==> src/rtl/uart_rx_unit_pkg.sv <==
// Shared definitions for the UART receiver.
//   - Default line/clock parameters.
//   - One-hot receiver state encoding.
//   - Helper to derive the clocks-per-tick divider.
package uart_rx_unit_pkg;

  localparam int unsigned DEF_CLK_FREQ  = 50_000_000;
  localparam int unsigned DEF_BAUD_RATE = 19200;
  localparam int unsigned DEF_N_TICK    = 16;
  localparam int unsigned DEF_N_BITS    = 8;

  // One-hot encoding; o_busy is simply "not RX_IDLE".
  typedef enum logic [4:0] {
    RX_IDLE      = 5'b00001,
    RX_START     = 5'b00010,
    RX_DATA      = 5'b00100,
    RX_STOP      = 5'b01000,
    RX_WAIT_IDLE = 5'b10000
  } rx_state_e;

  // Integer floor of clk/(baud*ticks), clamped so the divider never stalls.
  function automatic int unsigned calc_baud_div(input int unsigned clk_freq,
                                                input int unsigned baud_rate,
                                                input int unsigned n_tick);
    int unsigned div;
    div = clk_freq / (baud_rate * n_tick);
    return (div == 0) ? 1 : div;
  endfunction

endpackage

==> src/rtl/uart_rx_unit_baud_rate_gen.sv <==
// Free-running baud tick divider.
//   i_clock  : system clock
//   i_reset  : asynchronous active-low reset
//   o_tick   : one-cycle pulse every BAUD_DIV clocks
module uart_rx_unit_baud_rate_gen #(
  parameter int unsigned BAUD_DIV = 4,
  parameter int unsigned NB_DIV   = 16
) (
  input  logic i_clock,
  input  logic i_reset,
  output logic o_tick
);

  localparam logic [NB_DIV-1:0] DIV_LAST = NB_DIV'(BAUD_DIV - 1);

  logic [NB_DIV-1:0] r_cnt;
  logic              r_tick;
  logic              w_wrap;

  assign w_wrap = (r_cnt == DIV_LAST);

  // Tick is registered so it is guaranteed low while in reset.
  always_ff @(posedge i_clock or negedge i_reset) begin
    if (!i_reset) begin
      r_cnt  <= '0;
      r_tick <= 1'b0;
    end else begin
      r_cnt  <= w_wrap ? '0 : r_cnt + 1'b1;
      r_tick <= w_wrap;
    end
  end

  assign o_tick = r_tick;

endmodule

==> src/rtl/uart_rx_unit.sv <==
// 8N1 UART receiver with 16x oversampling, feeding the debug unit.
//   i_clock     : system clock
//   i_reset     : asynchronous active-low reset
//   i_rx        : serial line, idle high, asynchronous
//   o_rx_data   : last good byte, held until the next good frame
//   o_rx_done   : one-cycle strobe, o_rx_data valid in the same cycle
//   o_frame_err : one-cycle strobe, stop bit sampled low
//   o_busy      : high whenever the receiver is not idle
//   o_tick      : baud tick, shared with the transmitter
module uart_rx_unit
  import uart_rx_unit_pkg::*;
#(
  parameter int unsigned N_BITS    = DEF_N_BITS,
  parameter int unsigned N_TICK    = DEF_N_TICK,
  parameter int unsigned CLK_FREQ  = DEF_CLK_FREQ,
  parameter int unsigned BAUD_RATE = DEF_BAUD_RATE,
  parameter int unsigned BAUD_DIV  = calc_baud_div(CLK_FREQ, BAUD_RATE, N_TICK),
  parameter int unsigned NB_DIV    = 16
) (
  input  logic              i_clock,
  input  logic              i_reset,
  input  logic              i_rx,
  output logic [N_BITS-1:0] o_rx_data,
  output logic              o_rx_done,
  output logic              o_frame_err,
  output logic              o_busy,
  output logic              o_tick
);

  localparam int unsigned TICK_W = $clog2(N_TICK);
  localparam int unsigned BIT_W  = $clog2(N_BITS);

  localparam logic [TICK_W-1:0] TICK_HALF = TICK_W'(N_TICK / 2 - 1);
  localparam logic [TICK_W-1:0] TICK_LAST = TICK_W'(N_TICK - 1);
  localparam logic [BIT_W-1:0]  BIT_LAST  = BIT_W'(N_BITS - 1);

  // Tick generator
  logic w_tick;

  uart_rx_unit_baud_rate_gen #(
    .BAUD_DIV (BAUD_DIV),
    .NB_DIV   (NB_DIV)
  ) u_baud_rate_gen (
    .i_clock (i_clock),
    .i_reset (i_reset),
    .o_tick  (w_tick)
  );

  // Two-flop synchroniser; flops reset to the idle line level.
  logic r_rx_meta;
  logic r_rx_sync;
  logic w_rx_s;

  always_ff @(posedge i_clock or negedge i_reset) begin
    if (!i_reset) begin
      r_rx_meta <= 1'b1;
      r_rx_sync <= 1'b1;
    end else begin
      r_rx_meta <= i_rx;
      r_rx_sync <= r_rx_meta;
    end
  end

  assign w_rx_s = r_rx_sync;

  // Receiver state
  rx_state_e         r_state,    w_state_next;
  logic [TICK_W-1:0] r_tick_cnt, w_tick_cnt_next;
  logic [BIT_W-1:0]  r_bit_cnt,  w_bit_cnt_next;
  logic [N_BITS-1:0] r_shift,    w_shift_next;
  logic [N_BITS-1:0] r_data,     w_data_next;
  logic              r_done,     w_done_next;
  logic              r_ferr,     w_ferr_next;

  always_ff @(posedge i_clock or negedge i_reset) begin
    if (!i_reset) begin
      r_state    <= RX_IDLE;
      r_tick_cnt <= '0;
      r_bit_cnt  <= '0;
      r_shift    <= '0;
      r_data     <= '0;
      r_done     <= 1'b0;
      r_ferr     <= 1'b0;
    end else begin
      r_state    <= w_state_next;
      r_tick_cnt <= w_tick_cnt_next;
      r_bit_cnt  <= w_bit_cnt_next;
      r_shift    <= w_shift_next;
      r_data     <= w_data_next;
      r_done     <= w_done_next;
      r_ferr     <= w_ferr_next;
    end
  end

  always_comb begin
    w_state_next    = r_state;
    w_tick_cnt_next = r_tick_cnt;
    w_bit_cnt_next  = r_bit_cnt;
    w_shift_next    = r_shift;
    w_data_next     = r_data;
    w_done_next     = 1'b0;
    w_ferr_next     = 1'b0;

    unique case (r_state)
      RX_IDLE: begin
        // Start detection runs every clock, not just on ticks.
        if (!w_rx_s) begin
          w_state_next    = RX_START;
          w_tick_cnt_next = '0;
        end
      end

      RX_START: begin
        if (w_tick) begin
          if (r_tick_cnt == TICK_HALF) begin
            // Mid start bit: still low means a real frame, else a glitch.
            if (!w_rx_s) begin
              w_state_next    = RX_DATA;
              w_tick_cnt_next = '0;
              w_bit_cnt_next  = '0;
            end else begin
              w_state_next = RX_IDLE;
            end
          end else begin
            w_tick_cnt_next = r_tick_cnt + 1'b1;
          end
        end
      end

      RX_DATA: begin
        if (w_tick) begin
          if (r_tick_cnt == TICK_LAST) begin
            // LSB arrives first, so shift in at the top and move right.
            w_shift_next    = {w_rx_s, r_shift[N_BITS-1:1]};
            w_tick_cnt_next = '0;
            if (r_bit_cnt == BIT_LAST) begin
              w_state_next = RX_STOP;
            end else begin
              w_bit_cnt_next = r_bit_cnt + 1'b1;
            end
          end else begin
            w_tick_cnt_next = r_tick_cnt + 1'b1;
          end
        end
      end

      RX_STOP: begin
        if (w_tick) begin
          if (r_tick_cnt == TICK_LAST) begin
            w_tick_cnt_next = '0;
            if (w_rx_s) begin
              w_data_next  = r_shift;
              w_done_next  = 1'b1;
              w_state_next = RX_IDLE;
            end else begin
              w_ferr_next  = 1'b1;
              w_state_next = RX_WAIT_IDLE;
            end
          end else begin
            w_tick_cnt_next = r_tick_cnt + 1'b1;
          end
        end
      end

      RX_WAIT_IDLE: begin
        // Hold off until the line returns high so a break is not seen as a new start.
        if (w_rx_s) begin
          w_state_next = RX_IDLE;
        end
      end

      default: begin
        w_state_next = RX_IDLE;
      end
    endcase
  end

  assign o_rx_data   = r_data;
  assign o_rx_done   = r_done;
  assign o_frame_err = r_ferr;
  assign o_busy      = (r_state != RX_IDLE);
  assign o_tick      = w_tick;

endmodule

==> config.mk <==
export PLATFORM = sky130hd
export DESIGN_NAME = uart_rx_unit
export DESIGN_NICKNAME = d
export VERILOG_FILES = /design/src/rtl/uart_rx_unit_pkg.sv /design/src/rtl/uart_rx_unit_baud_rate_gen.sv /design/src/rtl/uart_rx_unit.sv
export SDC_FILE = /design/constraint.sdc
export NUM_CORES = 1
export LEC_CHECK = 0
export CORE_MARGIN = 8
export CORE_UTILIZATION = 50
export CTS_CLUSTER_DIAMETER = 30
export DETAILED_ROUTE_END_ITERATION = 16
export DONT_BUFFER_PORTS = 1
export PLACE_DENSITY = 0.68
export SYNTH_ARGS = -nofsm -noshare
export SYNTH_HDL_FRONTEND = slang
export SYNTH_SLANG_ARGS = --single-unit
==> constraint.sdc <==
create_clock -name i_clock -period 1.68 [get_ports i_clock]
set_input_delay 0.168 -clock i_clock [delete_from_list [all_inputs] [get_ports i_clock]]
set_output_delay 0.168 -clock i_clock [all_outputs]
set_load 0.05 [all_outputs]
==> flow_summary.yaml <==
clock_network:
  clkSlewWorstSetupHoldPaths_ns: 0.10
  tritoncts: "built"
  cts_num_sinks: 49
  cts_buffers: 5
  clk_path_buf_depth: 2
  h-tree-depth: 2
  clk_latency_ns: 0.30
  cts_root_buf: "clkbuf_8"
worst_setup_path:
  crit_chain: "ha_4, and3_4, o32ai_4, a2bb2oi_2, and3_4, mux2_4"
  crit_slowest_cell: "dfrtp_1"
  crit_path_max_incr_delay_ns: 0.42
  rr_endpoint: "r_state[2]"
  end_kind: "flop"
  ff2ff_setup_slack_ns: -0.06
  cp_num_buf_inv: 0
  path_common_cell: "and3_4"
  crit_fanout: 4
  reg2reg_from: "r_tick_cnt[1]"
  required_ns: 1.87
  crit_path_start_kind: "flop"
  cp.arrival_ns: 1.93
  rr_worst_depth: 6
  critPathKind: "reg -> reg"
  crit_family: "flip-flops"
detailed_routing:
  vias: 1722
  ant_nets: 0
  first_pass_iters: 4
  routedWlPerCell_um: 14.5
  routed_via_density: 5.25
  drt_iter0_drc: 64
  wl_um: 4740
  drc_errors: 0
timing:
  fin_crit_ns: 1.74
  setup_tns_ns: -0.552
  finalCritPeriodShare: 1.03
  fin_skew_ns: 0.0158
  fmax_mhz: 575
  relSlewSlack: 0.669
  drv_slew: 0
  hold_viol: 0
  setup_ws_ns: -0.0585
  worst_pin_slew_ns: 0.496
  rsz0062_at_grt: "yes"
  setup_viol: 14
finish:
  final_nets: 268
  mostFrequentLayoutCell: "dfrtp_1"
  final_cell_mix: "42 x dfrtp_1, 34 x buf_4, 15 x nand2_1"
  layout-drive-gt1-share: 0.387
  area_delta_synth_final_pct: 26.8
  diodes: 0
  final_area_mm2: 0.00309
synthesis:
  ys_warn_count: 0
  ys_seq_area_frac: 0.504
  synth_seq_cells: 49
  synth_edf_count: 0
  synth_cell_type_count: 56
  synth_nets: 227
  synth_cells: 219
  syn_area_mm2: 0.00244
  synthArstFlopShare: 1.00
  synth_area_per_cell_um2: 11.1
  synth_flop_cell: "dfrtp_1"
placement:
  pre_cts_slack_ns: -0.108
  globalplace.congestion: 0.804
  port_buffers: 0
  hpwl_um: 3310
  placed_cell_area_mm2: 0.00273
pwr:
  switching_share: 0.314
  irDropWorstVdd_mv: 0.625
  leakage_nw: 1.42
  p_int_w: 0.00240
  power_density_mw_per_mm2: 1130
  p_clk_frac: 0.237
  seqPwrFrac: 0.369
  combPwrFrac: 0.394
  p_sw_w: 0.00110
hold_path:
  min_path_cells: 0
  min_to: "r_rx_sync"
  hp-start: "r_rx_meta"
  hp-class: "reg -> reg"
floorplan:
  die_y_um: 85.8
  start_util: 0.516
  dieArea_mm2: 0.00737
  row_count: 25
  core_mm2: 0.00472
  die_x_um: 85.8
  boundaryPins: 15
grt:
  grt_max_degree: 50
  grt_pass1_vias: 1728
  grt_pass1_wl_um: 8200
  grt_util_all_layers: 0.139
  grt_antenna_before_repair: 0
  overflow: 0
run_status:
  violations: "setup timing"
  status: "complete, but fails checks"
job:
  max_cap_violations: 0
[power by group through the flow]
stage | combinational (W) | sequential (W) | clock, W
2_1_floorplan | 0.000713 | 0.00128 | 0
3_3_place_gp | 0.00103 | 0.00130 | 0
3_5_place_dp | 0.00103 | 0.00130 | 0
4_1_cts | 0.00135 | 0.00129 | 0.000863
5_1_grt | 0.00149 | 0.00130 | 0.000899
6_report | 0.00138 | 0.00129 | 0.000832
[stage by stage]
step	instances	total power, W	hold slack (ns)	util
floorplan	219	0.00199	-0.128	-
finish	328	0.00351	0.359	0.655
detailed placement	307	0.00233	-0.126	0.577
CTS	328	0.00350	0.362	0.647
global placement	307	0.00233	-0.126	0.577
global route	328	0.00368	0.367	0.655
[kinds of logic after synthesis]
kind of cell,count (synthesis),synth area share
and+or+nand+nor,82,0.189
DFF,49,0.504
AOI/OAI and AO/OA,25,0.0765
muxes,23,0.104
buffers and inverters,20,0.0436
xor gates and xnor gates,15,0.0570
adders and majority gates,5,0.0257
[cells in the mapped netlist (all sizes together) (3+ instances only)]
cell,n,share of area
nor2,18,0.032
nor3,4,0.015
o21ai,4,0.0082
nor2b,3,0.0077
buf,6,0.022
xnor2,12,0.043
clkbuf,4,0.0062
mux2i,5,0.021
nand4,3,0.0077
mux2,18,0.083
dfstp,3,0.032
nand2,16,0.025
dfrtp,46,0.47
inv,10,0.015
nand3,12,0.027
and3,10,0.026
a21oi,4,0.013
ha,5,0.026
xor2,3,0.014
[flip-flops by register name, indices dropped and copies added, names as in the netlist]
signal,count
u_baud_rate_gen.r_cnt,16
o_rx_data,8
r_rx_sync,1
r_bit_cnt,3
u_baud_rate_gen.o_tick,1
r_rx_meta,1
r_state,5
o_frame_err,1
r_shift,8
o_rx_done,1
r_tick_cnt,4
[worst reg2reg max path, cell delays in order (launching register included)]
cell	delay [ns]
dfrtp_1	0.42
ha_4	0.19
and3_4	0.19
o32ai_4	0.28
a2bb2oi_2	0.10
and3_4	0.17
mux2_4	0.29
[repair_timing]
| action | 4_1_cts | 5_1_grt |
|---|---|---|
| setup buffers | 10 | 1 |
| resized for setup | 26 | 10 |
| endpoints found under the hold margin | 50 | 0 |
| hold buffers | 3 | 0 |
| pin swaps | 10 | 6 |
| setup endpoints to repair | 24 | 30 |
[area by class of cell]
cell class,count,area [µm²]
clock buffers,5,68.8
clock inverters,3,43.8
fillers,372,1630
inverters,10,40.0
multi-input cells,150,1230
flip-flops and latches,49,1230
well taps,67,83.8
repair buffers,44,390
[how the worst max path moves through the flow]
stage                         end  slack (ns)  cells past startpoint     startpoint
floorplan            r_bit_cnt[0]       -0.12                      7     r_state[0]
global placement       r_state[2]       -0.06                      6  r_tick_cnt[0]
detailed placement  r_tick_cnt[1]       -0.11                      6  r_tick_cnt[0]
CTS                  r_bit_cnt[1]       -0.05                      5     r_state[0]
global route         r_bit_cnt[1]       -0.13                      5     r_state[0]
finish                 r_state[2]       -0.06                      6  r_tick_cnt[1]
[per-layer routing]
metal / track usage / vias to the layer above / share of wire
met2: 0.226 / 20 / 0.49
met1: 0.180 / 854 / 0.47
met5: 0 / - / 0
met3: 0.0334 / 4 / 0.028
met4: 0.0398 / 0 / 0.011
li1: - / 844 / -
Note: power is estimated with default switching activity, not from simulation.
